### src/rtl/bubsysrom_prom_loader.sv
// bubsysrom_prom_loader: routes download bytes into four PROM regions, one byte per two cycles
module bubsysrom_prom_loader #(
  parameter int AW    = 10,
  parameter int DLAW  = 24,
  parameter int BASE0 = 0,
  parameter int BASE1 = 1024,
  parameter int BASE2 = 2048,
  parameter int BASE3 = 3072
) (
  input  logic            i_MCLK,
  input  logic            i_RST,
  input  logic            i_DL_ACT,
  input  logic [DLAW-1:0] i_DL_ADDR,
  input  logic [7:0]      i_DL_DATA,
  input  logic            i_DL_WR,
  output logic            o_DL_WAIT,
  output logic [AW-1:0]   o_PROG_ADDR,
  output logic [7:0]      o_PROG_DIN,
  output logic [3:0]      o_PROG_CS,
  output logic            o_PROG_WR,
  output logic            o_BUSY,
  output logic            o_DONE,
  output logic            o_ERR,
  output logic [7:0]      o_CHKSUM
);
  typedef enum logic [1:0] {IDLE, LOAD, DONE} state_t;
  localparam logic [63:0] BASES [4] = '{64'(BASE0), 64'(BASE1), 64'(BASE2), 64'(BASE3)};
  localparam logic [63:0] SPAN = 64'(1) << AW;
  state_t        state_q;
  logic          wait_q, wr_q, done_q, err_q;
  logic [3:0]    cs_q, hit;
  logic [AW-1:0] addr_q, off;
  logic [7:0]    din_q, sum_q;
  logic [63:0]   a;
  logic          acc;
  assign a   = 64'(i_DL_ADDR);
  assign acc = (state_q == LOAD) && i_DL_WR && !wait_q;
  // descending scan so the lowest matching region overwrites the others
  always_comb begin
    hit = '0;
    off = '0;
    for (int n = 3; n >= 0; n--)
      if (a >= BASES[n] && a < BASES[n] + SPAN) begin
        hit = 4'(1 << n);
        off = AW'(a - BASES[n]);
      end
  end
  always_ff @(posedge i_MCLK) begin
    if (i_RST) begin
      state_q <= IDLE;
      wait_q  <= 1'b0;
      wr_q    <= 1'b0;
      cs_q    <= '0;
      addr_q  <= '0;
      din_q   <= '0;
      sum_q   <= '0;
      done_q  <= 1'b0;
      err_q   <= 1'b0;
    end else begin
      wait_q <= acc;
      wr_q   <= acc && |hit;
      cs_q   <= acc ? hit : 4'b0;
      if (acc && |hit) begin
        addr_q <= off;
        din_q  <= i_DL_DATA;
      end
      if (wr_q) sum_q <= sum_q + din_q;
      case (state_q)
        IDLE, DONE: if (i_DL_ACT) begin
          state_q <= LOAD;
          done_q  <= 1'b0;
          err_q   <= 1'b0;
          sum_q   <= '0;
        end
        LOAD: begin
          if (i_DL_WR && wait_q) err_q <= 1'b1;
          if (!i_DL_ACT && !acc) begin
            state_q <= DONE;
            done_q  <= 1'b1;
          end
        end
        default: state_q <= IDLE;
      endcase
    end
  end
  assign o_DL_WAIT   = wait_q;
  assign o_PROG_ADDR = addr_q;
  assign o_PROG_DIN  = din_q;
  assign o_PROG_CS   = cs_q;
  assign o_PROG_WR   = wr_q;
  assign o_BUSY      = (state_q == LOAD);
  assign o_DONE      = done_q;
  assign o_ERR       = err_q;
  assign o_CHKSUM    = sum_q;
endmodule

### config.mk
export PLATFORM = sky130hd
export DESIGN_NAME = bubsysrom_prom_loader
export DESIGN_NICKNAME = d
export VERILOG_FILES = /design/src/rtl/bubsysrom_prom_loader.sv
export SDC_FILE = /design/constraint.sdc
export NUM_CORES = 1
export LEC_CHECK = 0
export ABC_AREA = 1
export ABC_CLOCK_PERIOD_IN_PS = 1700
export BUFFER_PORTS_ARGS = -buffer_cell sky130_fd_sc_hd__buf_2
export CAP_MARGIN = 20
export CORE_ASPECT_RATIO = 0.5
export CORE_UTILIZATION = 36
export CTS_CLUSTER_SIZE = 30
export DETAILED_ROUTE_END_ITERATION = 8
export PLACE_DENSITY = 0.66
export SETUP_SLACK_MARGIN = 0.05
export SYNTH_ARGS = -nofsm -noshare
export SYNTH_HDL_FRONTEND = slang
export SYNTH_SLANG_ARGS = --single-unit
### constraint.sdc
create_clock -name i_MCLK -period 1.7 [get_ports i_MCLK]
set_input_delay 0.51 -clock i_MCLK [delete_from_list [all_inputs] [get_ports i_MCLK]]
set_output_delay 0.51 -clock i_MCLK [all_outputs]
set_load 0.02 [all_outputs]
======== Word level (Yosys, flattened, before mapping) ========
Cells that the tools add are included.
cells by class
  add/sub/neg operators ................... 4
  $lt $le $gt $ge ......................... 8
  equal/unequal tests ..................... 5
  muxes and demuxes ....................... 19
  bitwise operators ....................... 1
  reductions and logical operators ........ 20
operators with widths
  cell                                                                     count
  24-bit by 12-bit >= comparator with 1-bit output, second input constant  2
  24-bit by 12-bit < comparator with 1-bit output, second input constant   2
  10-bit 2-to-1 mux                                                        4
  10-bit by 1-bit subtractor with 10-bit output, second input constant     3
  24-bit by 1-bit >= comparator with 1-bit output, second input constant   1
  24-bit by 11-bit >= comparator with 1-bit output, second input constant  1
  24-bit by 11-bit < comparator with 1-bit output, second input constant   1
  24-bit by 13-bit < comparator with 1-bit output, second input constant   1
  8-bit 2-to-1 mux                                                         3
  4-bit 2-to-1 mux                                                         4
  1-bit logical AND                                                        9
  8-bit adder                                                              1
  3-bit AND reduction                                                      2
  2-bit 2-to-1 mux                                                         2
  2-bit by 1-bit inequality test with 1-bit output, second input constant  2
  1-bit case mux with 2 select lines                                       2
  2-bit case mux with 2 select lines                                       1
  2-bit OR reduction                                                       2
  4-bit OR reduction                                                       1
  1-bit zero test                                                          3
  1-bit 2-to-1 mux                                                         3
  2-bit by 1-bit == test with 1-bit output, second input constant          1
  2-bit == test, second input constant                                     1
  2-bit zero test                                                          1
  4 further kinds                                                          4
storage, ports and cells
  bits in registers ....................... 36
  bits of input ports ..................... 36
  word-level logic and storage cells ...... 66

======== Logic depth before layout (Yosys ltp) ========
  depth in word-level cells ............... 8
  mapped depth ............................ 10
  gate-level depth less buffers ........... 10

======== Worst setup path after synthesis ========
OpenSTA, ideal clock, no wires.
  path kind ............................... input to register
  start ................................... in i_DL_ADDR[21]
  end ..................................... reg addr_q[0] (netlist: o_PROG_ADDR[0])
  library setup time ...................... 113 ps
  data arrival time ....................... 1530 ps
  data required time ...................... 1587 ps
  path slack .............................. 57 ps
  stages on the path ...................... 8
  path through ............................ or2_1 -> nor3_1 -> nand2_1 -> nor2_8 -> nand2_4 -> buf_2 -> nor2_1 -> nor2_1
between the ends
  longest elaborated chain between the ends .. 8
  elaborated cells on any way between the ends .. 22
  classes of those cells .................. order compare: 8; mux: 8; reduce/logical: 6
ends and longest elaborated chain
  what                                                                                                                        RTL line  source
  from (decl)                                                                                                                 13        input logic [DLAW-1:0] i_DL_ADDR,
  24-bit by 12-bit >= comparator with 1-bit output / 24-bit by 13-bit < comparator with 1-bit output (equally long branches)  43        if (a >= BASES[n] && a < BASES[n] + SPAN) begin
  1-bit logical AND                                                                                                           43
  4-bit 2-to-1 mux (4 in a row)                                                                                               43
  4-bit OR reduction                                                                                                          63        if (acc && |hit) begin
  1-bit logical AND                                                                                                           63
  to (signal assigned)                                                                                                        54        addr_q <= '0;
  to (signal assigned)                                                                                                        64        addr_q <= off;
  to (decl)                                                                                                                   32        logic [AW-1:0] addr_q, off;
Parallel ways exist; a longest one is shown, timed or not.
A chain may end at the register's enable or synchronous reset.

======== Final worst setup path ========
  start ................................... reg state_q[0]
  end ..................................... out o_BUSY
between the ends
  longest elaborated chain between the ends .. 1
ends and longest elaborated chain
  what                                      RTL line  source
  from (decl)                               29        state_t state_q;
  from (signal assigned)                    50        state_q <= IDLE;
  from (signal assigned)                    70        state_q <= LOAD;
  from (signal assigned)                    78        state_q <= DONE;
  2-bit by 1-bit == test with 1-bit output  91        assign o_BUSY = (state_q == LOAD);
  to (decl)                                 21        output logic o_BUSY,
Every way passes these cells.

==> results.json <==
{
  "syn_nets": 277,
  "grt_usage_pct": 16.3,
  "mostFrequentLayoutCells": "70 x buf_2, 56 x nand2_1, 37 x nor2_1",
  "grt_setup_unrepaired": "no",
  "endpoint_kind": "output pin",
  "p_total_uw": 1600,
  "ys_ff_latch": 36,
  "cap_violations": 0,
  "cp_cell_sequence": "inv_1 > nor2_1 > buf_2",
  "vias": 1662,
  "routed_via_density": 4.53,
  "place_inst": 360,
  "cp_top_family": "flip-flops",
  "wl_per_cell_um": 10.3,
  "cts_made_buffers": 5,
  "path_clk_slew_ns": 0.07,
  "ys_warn_count": 0,
  "pin_count": 71,
  "critical_path_buf_inv_count": 2,
  "grt_max_degree": 29,
  "skew_ns": 0.00696,
  "postCtsHoldBufs": 0,
  "final_common_cell": "buf_2",
  "finalHoldViolCount": 0,
  "coreArea_um2": 4420,
  "cp_slowest_stage_delay_ns": 0.31,
  "critical_path_required_ns": 1.19,
  "worstSetupStartpointType": "flop",
  "finalMaxSlewViolations": 0,
  "multiInputGateArea_um2": 813,
  "placed_area_um2": 2100,
  "cp_slowest_cell": "dfxtp_1",
  "cts_root_buffer": "clkbuf_8",
  "place_congestion": 0.810,
  "synth-simple-area-share_pct": 33.6,
  "path_max_fanout": 4,
  "grt_pass1_vias": 1526,
  "die_width_um": 98.3,
  "finalCriticalPeriod_ns": 1.55,
  "fp.dieH_um": 50.2,
  "synthXorXnorAreaFrac_pct": 1.05,
  "synth_compound_area_share_pct": 7.49,
  "power.density_nw_per_um2": 724,
  "h-tree-depth": 2,
  "clk_latency_ns": 0.28,
  "rrSetupSlack_ns": 0.17,
  "synthMuxAreaShare_pct": 0,
  "antenna_cells": 0,
  "hold_end": "o_PROG_CS[2]",
  "antenna_found_initial": 0,
  "synth_cell_types": 22,
  "ctsLongestPathBuffers": 2,
  "nFillCells": 431,
  "wl_um": 3780,
  "postSynthCellCount": 233,
  "overflow": 0,
  "status": "finished, final reports clean",
  "reg2reg_depth": 5,
  "postCtsResizedCells": 0,
  "finalCritPeriodShare_pct": 90.9,
  "yosys.area_share.adder_pct": 6.44,
  "worst_slew_pin_slew_ns": 0.302,
  "placementRows": 17,
  "register_area_um2": 721,
  "slew_headroom_pct": 79.8,
  "initial_core_util_pct": 37.8,
  "p_leak_uw": 0.00123,
  "remaining_drc_errors": 0,
  "die-area_um2": 4930,
  "postCtsSetupRepairBufs": 0,
  "min_from": "i_DL_ADDR[10]",
  "syn-cell-area_um2": 1670,
  "nets": 354,
  "ant_nets": 0,
  "stdcell_area_um2": 2200,
  "fin_cells": 367,
  "tns_ns": 0,
  "min_path_cells": 2,
  "tritoncts": "done",
  "drtIter0Drc": 46,
  "hold_path_class": "in -> reg",
  "avgSynthCellArea_um2": 7.17,
  "portBuffers": 70,
  "grt_pass1_wl_um": 6350,
  "clkSinkCount": 36,
  "ys_seq_area_share_pct": 43.1,
  "firstDrtPassIters": 6,
  "max_freq_mhz": 647,
  "place_hpwl_um": 2920,
  "peakVddDrop_uv": 351,
  "worstSetupPathType": "reg -> out",
  "arrival_ns": 1.04,
  "synth_top_family_by_area": "simple AND/OR/NAND/NOR gates",
  "r2r-start": "o_PROG_DIN[0]",
  "r2r_end": "o_CHKSUM[2]",
  "drive_gt1_share_pct": 29.4,
  "setup_violations": 0,
  "syn_to_final_growth_pct": 31.8
}
per-layer routing:
layer | routed length, um | track usage [%] | up-vias
li1 | - | - | 886
met1 | 1810 | 19.5 | 746
met2 | 1820 | 29.2 | 28
met3 | 124 | 4.18 | 2
met4 | 23 | 4.73 | 0
met5 | 0 | 0 | -
state kept, by name (all words and copies together), names as in the netlist, 2 cells and up:
signal and cells:
o_PROG_ADDR 10, o_CHKSUM 8, o_PROG_CS 4, o_PROG_DIN 8, state_q 2
layout make-up:
| class | instances | area share, % |
|---|---|---|
| multi-input combinational | 163 | 36.9 |
| sequential | 36 | 32.7 |
| timing repair buffer | 76 | 18.0 |
| inverter | 28 | 4.77 |
| clock buffer | 7 | 4.38 |
| tap | 57 | 3.24 |
cells in the mapped netlist:
| cell type | number | area (um^2) |
|---|---|---|
| a21oi_1 | 19 | 95.1 |
| buf_2 | 3 | 15.0 |
| buf_6 | 1 | 11.3 |
| clkbuf_1 | 2 | 7.51 |
| dfxtp_1 | 36 | 721 |
| fa_1 | 1 | 20.0 |
| ha_1 | 7 | 87.6 |
| inv_1 | 28 | 105 |
| nand2_1 | 56 | 210 |
| nand2_2 | 2 | 12.5 |
| nand2_4 | 1 | 11.3 |
| nand3_1 | 16 | 80.1 |
| nand3b_1 | 1 | 7.51 |
| nand4_1 | 3 | 18.8 |
| nor2_1 | 37 | 139 |
| nor2_2 | 1 | 6.26 |
| nor2_8 | 1 | 20.0 |
| nor3_1 | 6 | 30.0 |
| o21ai_0 | 6 | 30.0 |
| or2_1 | 2 | 12.5 |
| or2_2 | 2 | 12.5 |
| xnor2_1 | 2 | 17.5 |
where the power goes:
part           switching [uW]  internal (uW)  total, uW  leakage (uW)
combinational            49.6           42.4       92.1      0.000894
clock                     292            361        653     0.0000503
sequential               2.29            848        850      0.000290
total                     344           1250       1600       0.00123
stage by stage:
step,worst slack (ns),hold WS [ns],util [%]
5_1_grt,0.0570,0.411,49.8
3_5_place_dp,-0.0966,0.468,47.5
4_1_cts,0.0991,0.411,49.7
6_report,0.155,0.419,49.8
3_3_place_gp,-0.0155,0.458,47.5
2_1_floorplan,0.0568,0.460,-
worst max path at each step:
| stage | start | endpoint | slack [ns] | cells after the start |
|---|---|---|---|---|
| 2_1_floorplan | i_DL_ADDR[21] | o_PROG_ADDR[0] | 0.06 | 8 |
| 3_3_place_gp | i_DL_ADDR[18] | o_PROG_ADDR[2] | -0.02 | 8 |
| 3_5_place_dp | i_DL_ADDR[21] | o_PROG_ADDR[6] | -0.1 | 8 |
| 4_1_cts | o_PROG_DIN[0] | o_CHKSUM[2] | 0.1 | 5 |
| 5_1_grt | o_PROG_DIN[4] | o_CHKSUM[7] | 0.06 | 10 |
| 6_report | state_q[0] | o_BUSY | 0.15 | 3 |
cell families after synthesis:
family / after synthesis
and+or+nand+nor: 128
adders and majority gates: 8
DFF: 36
xor gates and xnor gates: 2
AOI/OAI and AO/OA: 25
buffers and inverters: 34
Note: power is estimated with default switching activity, not from simulation.
